==> src/rtl/dpy_scan_pwm.sv <==
// Multiplexed seven-segment scanner with PWM dimming, blinking and leading-zero blanking.
// Outputs are registered one cycle after the scan, PWM, blink and shadow state they depend on.
module dpy_scan_pwm #(
  parameter int unsigned DIGIT_CNT  = 8,
  parameter int unsigned SCAN_DIV   = 12500,
  parameter int unsigned PWM_BITS   = 4,
  parameter int unsigned BLINK_LOG2 = 24
) (
  input  logic                   clock,
  input  logic                   reset,
  input  logic [4*DIGIT_CNT-1:0] number,
  input  logic [DIGIT_CNT-1:0]   dp,
  input  logic [DIGIT_CNT-1:0]   blink_mask,
  input  logic                   load,
  input  logic                   blank_lz,
  input  logic [PWM_BITS-1:0]    brightness,
  output logic [DIGIT_CNT-1:0]   digit_sel,
  output logic [7:0]             segment,
  output logic                   frame_done
);

  localparam int unsigned IDX_W = (DIGIT_CNT > 1) ? $clog2(DIGIT_CNT) : 1;
  localparam int unsigned CNT_W = $clog2(SCAN_DIV);
  localparam logic [CNT_W-1:0]    LAST_SLOT  = CNT_W'(SCAN_DIV - 1);
  localparam logic [IDX_W-1:0]    LAST_DIGIT = IDX_W'(DIGIT_CNT - 1);
  localparam logic [PWM_BITS-1:0] PWM_FULL   = {PWM_BITS{1'b1}};

  logic [4*DIGIT_CNT-1:0] number_q;
  logic [DIGIT_CNT-1:0]   dp_q;
  logic [DIGIT_CNT-1:0]   blink_q;
  logic [CNT_W-1:0]       slot_cnt;
  logic [IDX_W-1:0]       digit_idx;
  logic [PWM_BITS-1:0]    pwm_cnt;
  logic [BLINK_LOG2-1:0]  blink_cnt;
  logic                   wrap_q;

  logic       slot_wrap_c;
  logic [3:0] nibble_c;
  logic       dp_bit_c;
  logic       blink_bit_c;
  logic       lz_c;
  logic       upper_zero_c;
  logic       lit_c;
  logic       blank_c;

  function automatic logic [6:0] hex7(input logic [3:0] h);
    case (h)
      4'h0: hex7 = 7'h3F;
      4'h1: hex7 = 7'h06;
      4'h2: hex7 = 7'h5B;
      4'h3: hex7 = 7'h4F;
      4'h4: hex7 = 7'h66;
      4'h5: hex7 = 7'h6D;
      4'h6: hex7 = 7'h7D;
      4'h7: hex7 = 7'h07;
      4'h8: hex7 = 7'h7F;
      4'h9: hex7 = 7'h6F;
      4'hA: hex7 = 7'h77;
      4'hB: hex7 = 7'h7C;
      4'hC: hex7 = 7'h39;
      4'hD: hex7 = 7'h5E;
      4'hE: hex7 = 7'h79;
      default: hex7 = 7'h71;
    endcase
  endfunction

  assign slot_wrap_c = (slot_cnt == LAST_SLOT);

  // Select the current digit's shadow fields; walk from the top to track "all zero from here up".
  always_comb begin
    nibble_c     = 4'h0;
    dp_bit_c     = 1'b0;
    blink_bit_c  = 1'b0;
    lz_c         = 1'b0;
    upper_zero_c = 1'b1;
    for (int i = int'(DIGIT_CNT) - 1; i >= 0; i--) begin
      upper_zero_c = upper_zero_c & (number_q[4*i +: 4] == 4'h0);
      if (digit_idx == IDX_W'(i)) begin
        nibble_c    = number_q[4*i +: 4];
        dp_bit_c    = dp_q[i];
        blink_bit_c = blink_q[i];
        lz_c        = blank_lz & upper_zero_c & (i > 0);
      end
    end
  end

  assign lit_c   = (brightness == PWM_FULL) || (pwm_cnt < brightness);
  assign blank_c = (blink_bit_c & blink_cnt[BLINK_LOG2-1]) | lz_c;

  always_ff @(posedge clock or posedge reset) begin
    if (reset) begin
      number_q   <= '0;
      dp_q       <= '0;
      blink_q    <= '0;
      slot_cnt   <= '0;
      digit_idx  <= '0;
      pwm_cnt    <= '0;
      blink_cnt  <= '0;
      wrap_q     <= 1'b0;
      digit_sel  <= '0;
      segment    <= 8'h00;
      frame_done <= 1'b0;
    end else begin
      if (load) begin
        number_q <= number;
        dp_q     <= dp;
        blink_q  <= blink_mask;
      end
      pwm_cnt   <= pwm_cnt + PWM_BITS'(1);
      blink_cnt <= blink_cnt + BLINK_LOG2'(1);
      if (slot_wrap_c) begin
        slot_cnt  <= '0;
        digit_idx <= (digit_idx == LAST_DIGIT) ? '0 : digit_idx + IDX_W'(1);
      end else begin
        slot_cnt <= slot_cnt + CNT_W'(1);
      end
      // wrap_q marks the first slot cycle of digit 0 after a completed scan
      wrap_q     <= slot_wrap_c && (digit_idx == LAST_DIGIT);
      frame_done <= wrap_q;
      digit_sel  <= lit_c ? (DIGIT_CNT'(1) << digit_idx) : '0;
      segment    <= (lit_c && !blank_c) ? {dp_bit_c, hex7(nibble_c)} : 8'h00;
    end
  end

endmodule

==> config.mk <==
export PLATFORM = sky130hd
export DESIGN_NAME = dpy_scan_pwm
export DESIGN_NICKNAME = d
export VERILOG_FILES = /design/src/rtl/dpy_scan_pwm.sv
export SDC_FILE = /design/constraint.sdc
export NUM_CORES = 1
export LEC_CHECK = 0
export ABC_AREA = 0
export CORE_UTILIZATION = 50
export CTS_CLUSTER_DIAMETER = 80
export DETAILED_ROUTE_END_ITERATION = 12
export GPL_TIMING_DRIVEN = 0
export PLACE_DENSITY = 0.74
export SETUP_SLACK_MARGIN = 0.05
export SYNTH_ARGS = -nofsm -noshare
export SYNTH_HDL_FRONTEND = slang
export SYNTH_SLANG_ARGS = --single-unit
export TNS_END_PERCENT = 30
==> constraint.sdc <==
create_clock -name clock -period 10.3 [get_ports clock]
set_clock_uncertainty 0.15 [all_clocks]
set_input_delay 2.06 -clock clock [delete_from_list [all_inputs] [get_ports clock]]
set_output_delay 2.06 -clock clock [all_outputs]
set_load 0.01 [all_outputs]
# Word-level counts from Yosys, hierarchy flattened
# Memories as Yosys holds them, arrays and structs flattened.
# Cells that the tools add are included.
dict set report op_classes {
  n_lt_le_gt_ge 1
  eq_ne 9
  bitwise 15
  n_shift 1
  n_mux 36
  n_reduce_logical 12
  add_sub_neg 4
}
# operator count
set op_table {}
lappend op_table {{4-bit two-way mux} 8}
lappend op_table {{4-bit zero test} 7}
lappend op_table {{24-bit by 1-bit adder with 24-bit output (second input constant)} 1}
lappend op_table {{1-bit two-way mux} 24}
lappend op_table {{8-bit two-way mux} 2}
lappend op_table {{14-bit by 1-bit adder with 14-bit output (second input constant)} 1}
lappend op_table {{1-bit AND} 14}
lappend op_table {{14-bit == test (second input constant)} 1}
lappend op_table {{14-bit two-way mux} 1}
lappend op_table {{3-bit == test (second input constant)} 4}
lappend op_table {{1-bit by 3-bit left shift with 8-bit output (first input constant)} 1}
lappend op_table {{3-bit by 2-bit == test with 1-bit output (second input constant)} 2}
lappend op_table {{4-bit by 1-bit adder with 4-bit output (second input constant)} 1}
lappend op_table {{4-bit == test (second input constant)} 1}
lappend op_table {{4-bit < comparator} 1}
lappend op_table {{3-bit by 1-bit adder with 3-bit output (second input constant)} 1}
lappend op_table {{3-bit by 1-bit == test with 1-bit output (second input constant)} 1}
lappend op_table {{3-bit zero test} 1}
lappend op_table {{3-bit two-way mux} 1}
lappend op_table {{1-bit logical AND} 2}
lappend op_table {{1-bit zero test} 1}
lappend op_table {{1-bit logical OR} 1}
lappend op_table {{1-bit bitwise OR} 1}
dict set report totals {
  input_bits 56
  romBits 112
  wordCells 90
  memories 1
  regBits 111
}
# memory depth word_bits rd rd_clocked_by_memory_dff wr line
set mem_list {}
lappend mem_list {{(no name shown)} 16 7 1 0 0 47} ;# case (h)

# Depth between registers and ports, before layout
# Gate-level depths: netlist of run 1.
dict set report logic_depth {
  ltp_word 14
  depth_mapped 15
}

# Worst setup path before layout of run 1
# No wires, ideal clock.
dict set report synth_path {
  kind {input port to flip-flop}
  start {in brightness[1]}
  end {reg segment[4]}
  required_time_ns 10.051
  path_slack_ns 6.667
  arrival_time_ns 3.384
  cell_stages 7
  setup_time_ns 0.099
  cell_sequence {inv_1 ha_1 a21boi_0 o21ai_0 a21oi_1 a221o_2 a311oi_1}
}
dict set report synth_between {
  elab_chain_cells 4
  word_cells_on_any_way 5
  classes_between {1 x order compare; 1 x eq/ne; 1 x mux; 2 x reduce/logical}
}
# item line
set synth_lines {}
lappend synth_lines {{from (decl)} 16} ;# input logic [PWM_BITS-1:0] brightness,
lappend synth_lines {{4-bit < comparator or 4-bit == test (tied branches)} 87} ;# assign lit_c = (brightness == PWM_FULL) || (pwm_cnt < brightness);
lappend synth_lines {{1-bit logical OR *} 87}
lappend synth_lines {{1-bit logical AND *} 121} ;# segment <= (lit_c && !blank_c) ? {dp_bit_c, hex7(nibble_c)} : 8'h00;
lappend synth_lines {{8-bit two-way mux *} 121}
lappend synth_lines {{to (signal assigned)} 121}
lappend synth_lines {{to (decl)} 18} ;# output logic [7:0] segment,
# Every way passes the cells marked *; elsewhere a longest branch is shown, timed or not.
# A chain may end at the register's enable or synchronous reset.

# Final worst setup path of run 1
dict set report layout_path {
  start {in brightness[1]}
  end {reg segment[6]}
}
# The elaborated chain is that of the path after synthesis.

==> impl_metrics.env, run 1 <==
export IMPL_relSlewSlack=0.3720
export IMPL_layout_min_cycle_time_ps=4199
export IMPL_worstPathCellList="clkdlybuf4s50_1 -> inv_1 -> ha_1 -> a21boi_0 -> o21ai_0 -> a21oi_1 -> a221o_2 -> a211oi_1"
export IMPL_internal_power_uw=663.7
export IMPL_synth_adder_area_share=0.04148
export IMPL_cts_max_level=3
export IMPL_synthCells=505
export IMPL_muxShareOfSynthArea=0.09288
export IMPL_reg2reg_depth=14
export IMPL_cts_buffers=9
export IMPL_setup_slack_ps=6101
export IMPL_max_cap_violations=0
export IMPL_clk_pin_slew_ps=100
export IMPL_start_kind="input port"
export IMPL_cts_tree="yes"
export IMPL_clk_latency_ps=380
export IMPL_finalNetCount=662
export IMPL_critPathCapture="segment[6]"
export IMPL_core_area_sq_um=10420
export IMPL_antenna_left=0
export IMPL_fillerInstances=873
export IMPL_utilization=0.6309
export IMPL_vdd_drop_max_uv=74.58
export IMPL_grt_pass1_wl_um=20190
export IMPL_r2r_end="segment[0]"
export IMPL_layout_drive_gt1_share=0.1349
export IMPL_vias=4100
export IMPL_p_sw_uw=201.7
export IMPL_area_growth_pct=21.04
export IMPL_grt_max_degree=59
export IMPL_antennaDiodeCount=0
export IMPL_worstMarginPinSlew_ps=941.9
export IMPL_synth_avg_cell_area_sq_um=10.75
export IMPL_grt_pass1_vias=4106
export IMPL_final_common_cell="dfrtp_1"
export IMPL_hold_depth=0
export IMPL_cp_slowest_stage_delay_ps=730
export IMPL_clockPowerShare=0.340
export IMPL_worstPathRequired_ps=10400
export IMPL_place_area_sq_um=6340
export IMPL_antenna_found_initial=0
export IMPL_syn_area_sq_um=5429
export IMPL_dieArea_sq_um=11280
export IMPL_drt_total_wl_um=12380
export IMPL_finalNonFillerCells=729
export IMPL_die_w_um=106.2
export IMPL_cts_buffer_depth=2
export IMPL_synth_edf_count=0
export IMPL_synth_top_family_by_area="simple AND/OR/NAND/NOR gates"
export IMPL_drtIter0Drc=144
export IMPL_status="finished clean"
export IMPL_drt_pass1_iterations=4
export IMPL_design_area_sq_um=6571
export IMPL_setup_tns_ps=0
export IMPL_ys_warn_count=0
export IMPL_port_buffers=71
export IMPL_finalCritPeriodShare=0.4077
export IMPL_hold_buffers=0
export IMPL_root_buffer="clkbuf_8"
export IMPL_fmax_ghz=0.2382
export IMPL_cts_resized_gates=0
export IMPL_fp_row_count=37
export IMPL_hold_path_class="reg -> reg"
export IMPL_initial_core_util=0.5212
export IMPL_power_frac_seq=0.549
export IMPL_r2r_start="digit_idx[1]"
export IMPL_setup_viol=0
export IMPL_synth_nets=579
export IMPL_power_switching_share=0.2331
export IMPL_synth_cell_types=58
export IMPL_crit_path_end_kind="flop"
export IMPL_power_leakage_nw=2.819
export IMPL_post_place_ws_ps=5668
export IMPL_die_y_um=106.2
export IMPL_num_io_pins=73
export IMPL_synth_xor_area_share=0.05808
export IMPL_rsz0062_at_grt="false"
export IMPL_hold_violations=0
export IMPL_dp_cells=713
export IMPL_cp_slowest_cell="a21oi_1"
export IMPL_rrSetupSlack_ps=6450
export IMPL_synthSimpleGateAreaFrac=0.1482
export IMPL_cts_setup_buffers=0
export IMPL_grt_use_total=0.2342
export IMPL_routabilityCongestion=0.8969
export IMPL_drv_slew=0
export IMPL_crit_path_start="brightness[1]"
export IMPL_dp_hpwl_um=9148
export IMPL_drc_errors=0
export IMPL_layout_common_cells="111 x dfrtp_1, 71 x clkdlybuf4s50_1, 43 x mux2_2, 38 x nand2_1, 36 x nor2_1"
export IMPL_clock_sinks=111
export IMPL_cp_max_fo=9
export IMPL_yosysSeqAreaShare=0.5116
export IMPL_async_flop_share=1.000
export IMPL_p_per_area_nw_per_um2=131.7
export IMPL_synth_ff_latch_count=111
export IMPL_synth_compound_area_frac=0.1129
export IMPL_synth_flop_cell="dfrtp_1"
export IMPL_grt_overflow_total=0
export IMPL_arrival_ps=4300
export IMPL_wire_per_inst_um=16.99
export IMPL_path_class="in -> reg"
export IMPL_power_frac_comb=0.111
export IMPL_vias_per_cell=5.624
-- cell type report --
class / instances / area [sq um] / share of cell area
Multi-Input combinational cell: 349 / 2462 / 0.3747
Inverter: 23 / 88.84 / 0.01352
Timing Repair Buffer: 72 / 738.2 / 0.1123
Clock buffer: 12 / 155.1 / 0.02361
Buffer: 22 / 102.6 / 0.01561
Clock inverter: 4 / 76.32 / 0.01161
Tap cell: 136 / 170.2 / 0.02589
Sequential cell: 111 / 2778 / 0.4227
-- sequential cells by signal, summed over array words and instances, names as in the netlist --
register and count:
number_q 32, blink_cnt 24, slot_cnt 14, blink_q 8
digit_sel 8, dp_q 8, segment 8, pwm_cnt 4
digit_idx 3, frame_done 1, wrap_q 1
-- power groups by stage --
stage,logic [mW],registers (mW),clock network [mW]
after CTS,0.0970,0.475,0.302
after global routing,0.106,0.478,0.319
final,0.0961,0.475,0.294
after global placement,0.0928,0.483,0
after detailed placement,0.0966,0.484,0
after floorplan,0.0498,0.480,0
-- routing by layer --
| metal | track usage | vias to the layer above | wire [um] |
|---|---|---|---|
| met5 | 0 | - | 0 |
| met4 | 0.1161 | 0 | 382 |
| met3 | 0.05579 | 31 | 732 |
| met2 | 0.3785 | 132 | 5851 |
| met1 | 0.2945 | 1979 | 5418 |
| li1 | - | 1958 | - |
-- kinds of logic (layout without fill, tap and decap cells) --
| family | Yosys count | in the layout |
|---|---|---|
| xor+xnor | 36 | 36 |
| mux | 45 | 45 |
| buf+inv | 45 | 133 |
| flops | 111 | 111 |
| simple gates | 157 | 157 |
| compound gates | 93 | 93 |
| fa+ha+maj | 18 | 18 |
-- synth_stat cells (4+ instances only) --
master | count | area, sq um
dfrtp_1 | 111 | 2778
mux2_2 | 43 | 484.2
nand2_1 | 38 | 142.6
nor2_1 | 36 | 135.1
a21oi_1 | 26 | 130.1
o21ai_0 | 26 | 130.1
inv_1 | 23 | 86.33
xnor2_1 | 23 | 201.4
ha_1 | 18 | 225.2
nand3_1 | 18 | 90.09
xor2_1 | 13 | 113.9
clkbuf_1 | 11 | 41.29
a211oi_1 | 9 | 67.56
and3_1 | 9 | 56.30
nor3_1 | 8 | 40.04
nor4_1 | 8 | 50.05
buf_2 | 7 | 35.03
nand4_1 | 7 | 43.79
and4_1 | 4 | 35.03
nand2b_1 | 4 | 25.02
nor2b_1 | 4 | 25.02
-- worst min path at each step --
| stage | start | endpoint | slack (ps) |
|---|---|---|---|
| detailed placement | wrap_q | frame_done | 190 |
| floorplan | wrap_q | frame_done | 180 |
| global route | wrap_q | frame_done | 230 |
| CTS | wrap_q | frame_done | 220 |
| finish | wrap_q | frame_done | 210 |
| global placement | wrap_q | frame_done | 190 |
-- metrics by stage --
stage                     hold WS (ps)  power, mW
after floorplan                  181.2     0.5297
after global placement           185.7     0.5762
after detailed placement         186.4     0.5804
after CTS                        217.4     0.8740
after global routing             231.0     0.9022
final                            212.2     0.8654
-- worst max-delay path, delay by kind of cell --
family	cells	cell delay [ps]
compound gates	5	1460
buf+inv	2	530
fa+ha+maj	1	260
Power figures use the tool's default switching activity.
==> inputs of run 2 (changes only) <==
==> constraint.sdc (replaced) <==
create_clock -name clock -period 4.34 [get_ports clock]
set_clock_uncertainty 0.15 [all_clocks]
set_input_delay 0.868 -clock clock [delete_from_list [all_inputs] [get_ports clock]]
set_output_delay 0.868 -clock clock [all_outputs]
set_load 0.01 [all_outputs]
==> results of run 2 <==
Same layout as run 1 (identical final DEF). Status: finished clean.
Main changes from that run: setup slack after placement 5668 ps -> 625.3 ps; setup slack after layout 6101 ps -> 492.9 ps; start point of the critical path brightness[1] -> digit_idx[1]; end point of the critical path segment[6] -> segment[0]; register-to-register setup slack 6450 ps -> 490 ps; total power 0.8654 mW -> 2.054 mW; worst IR drop on VDD 74.58 uV -> 177.0 uV
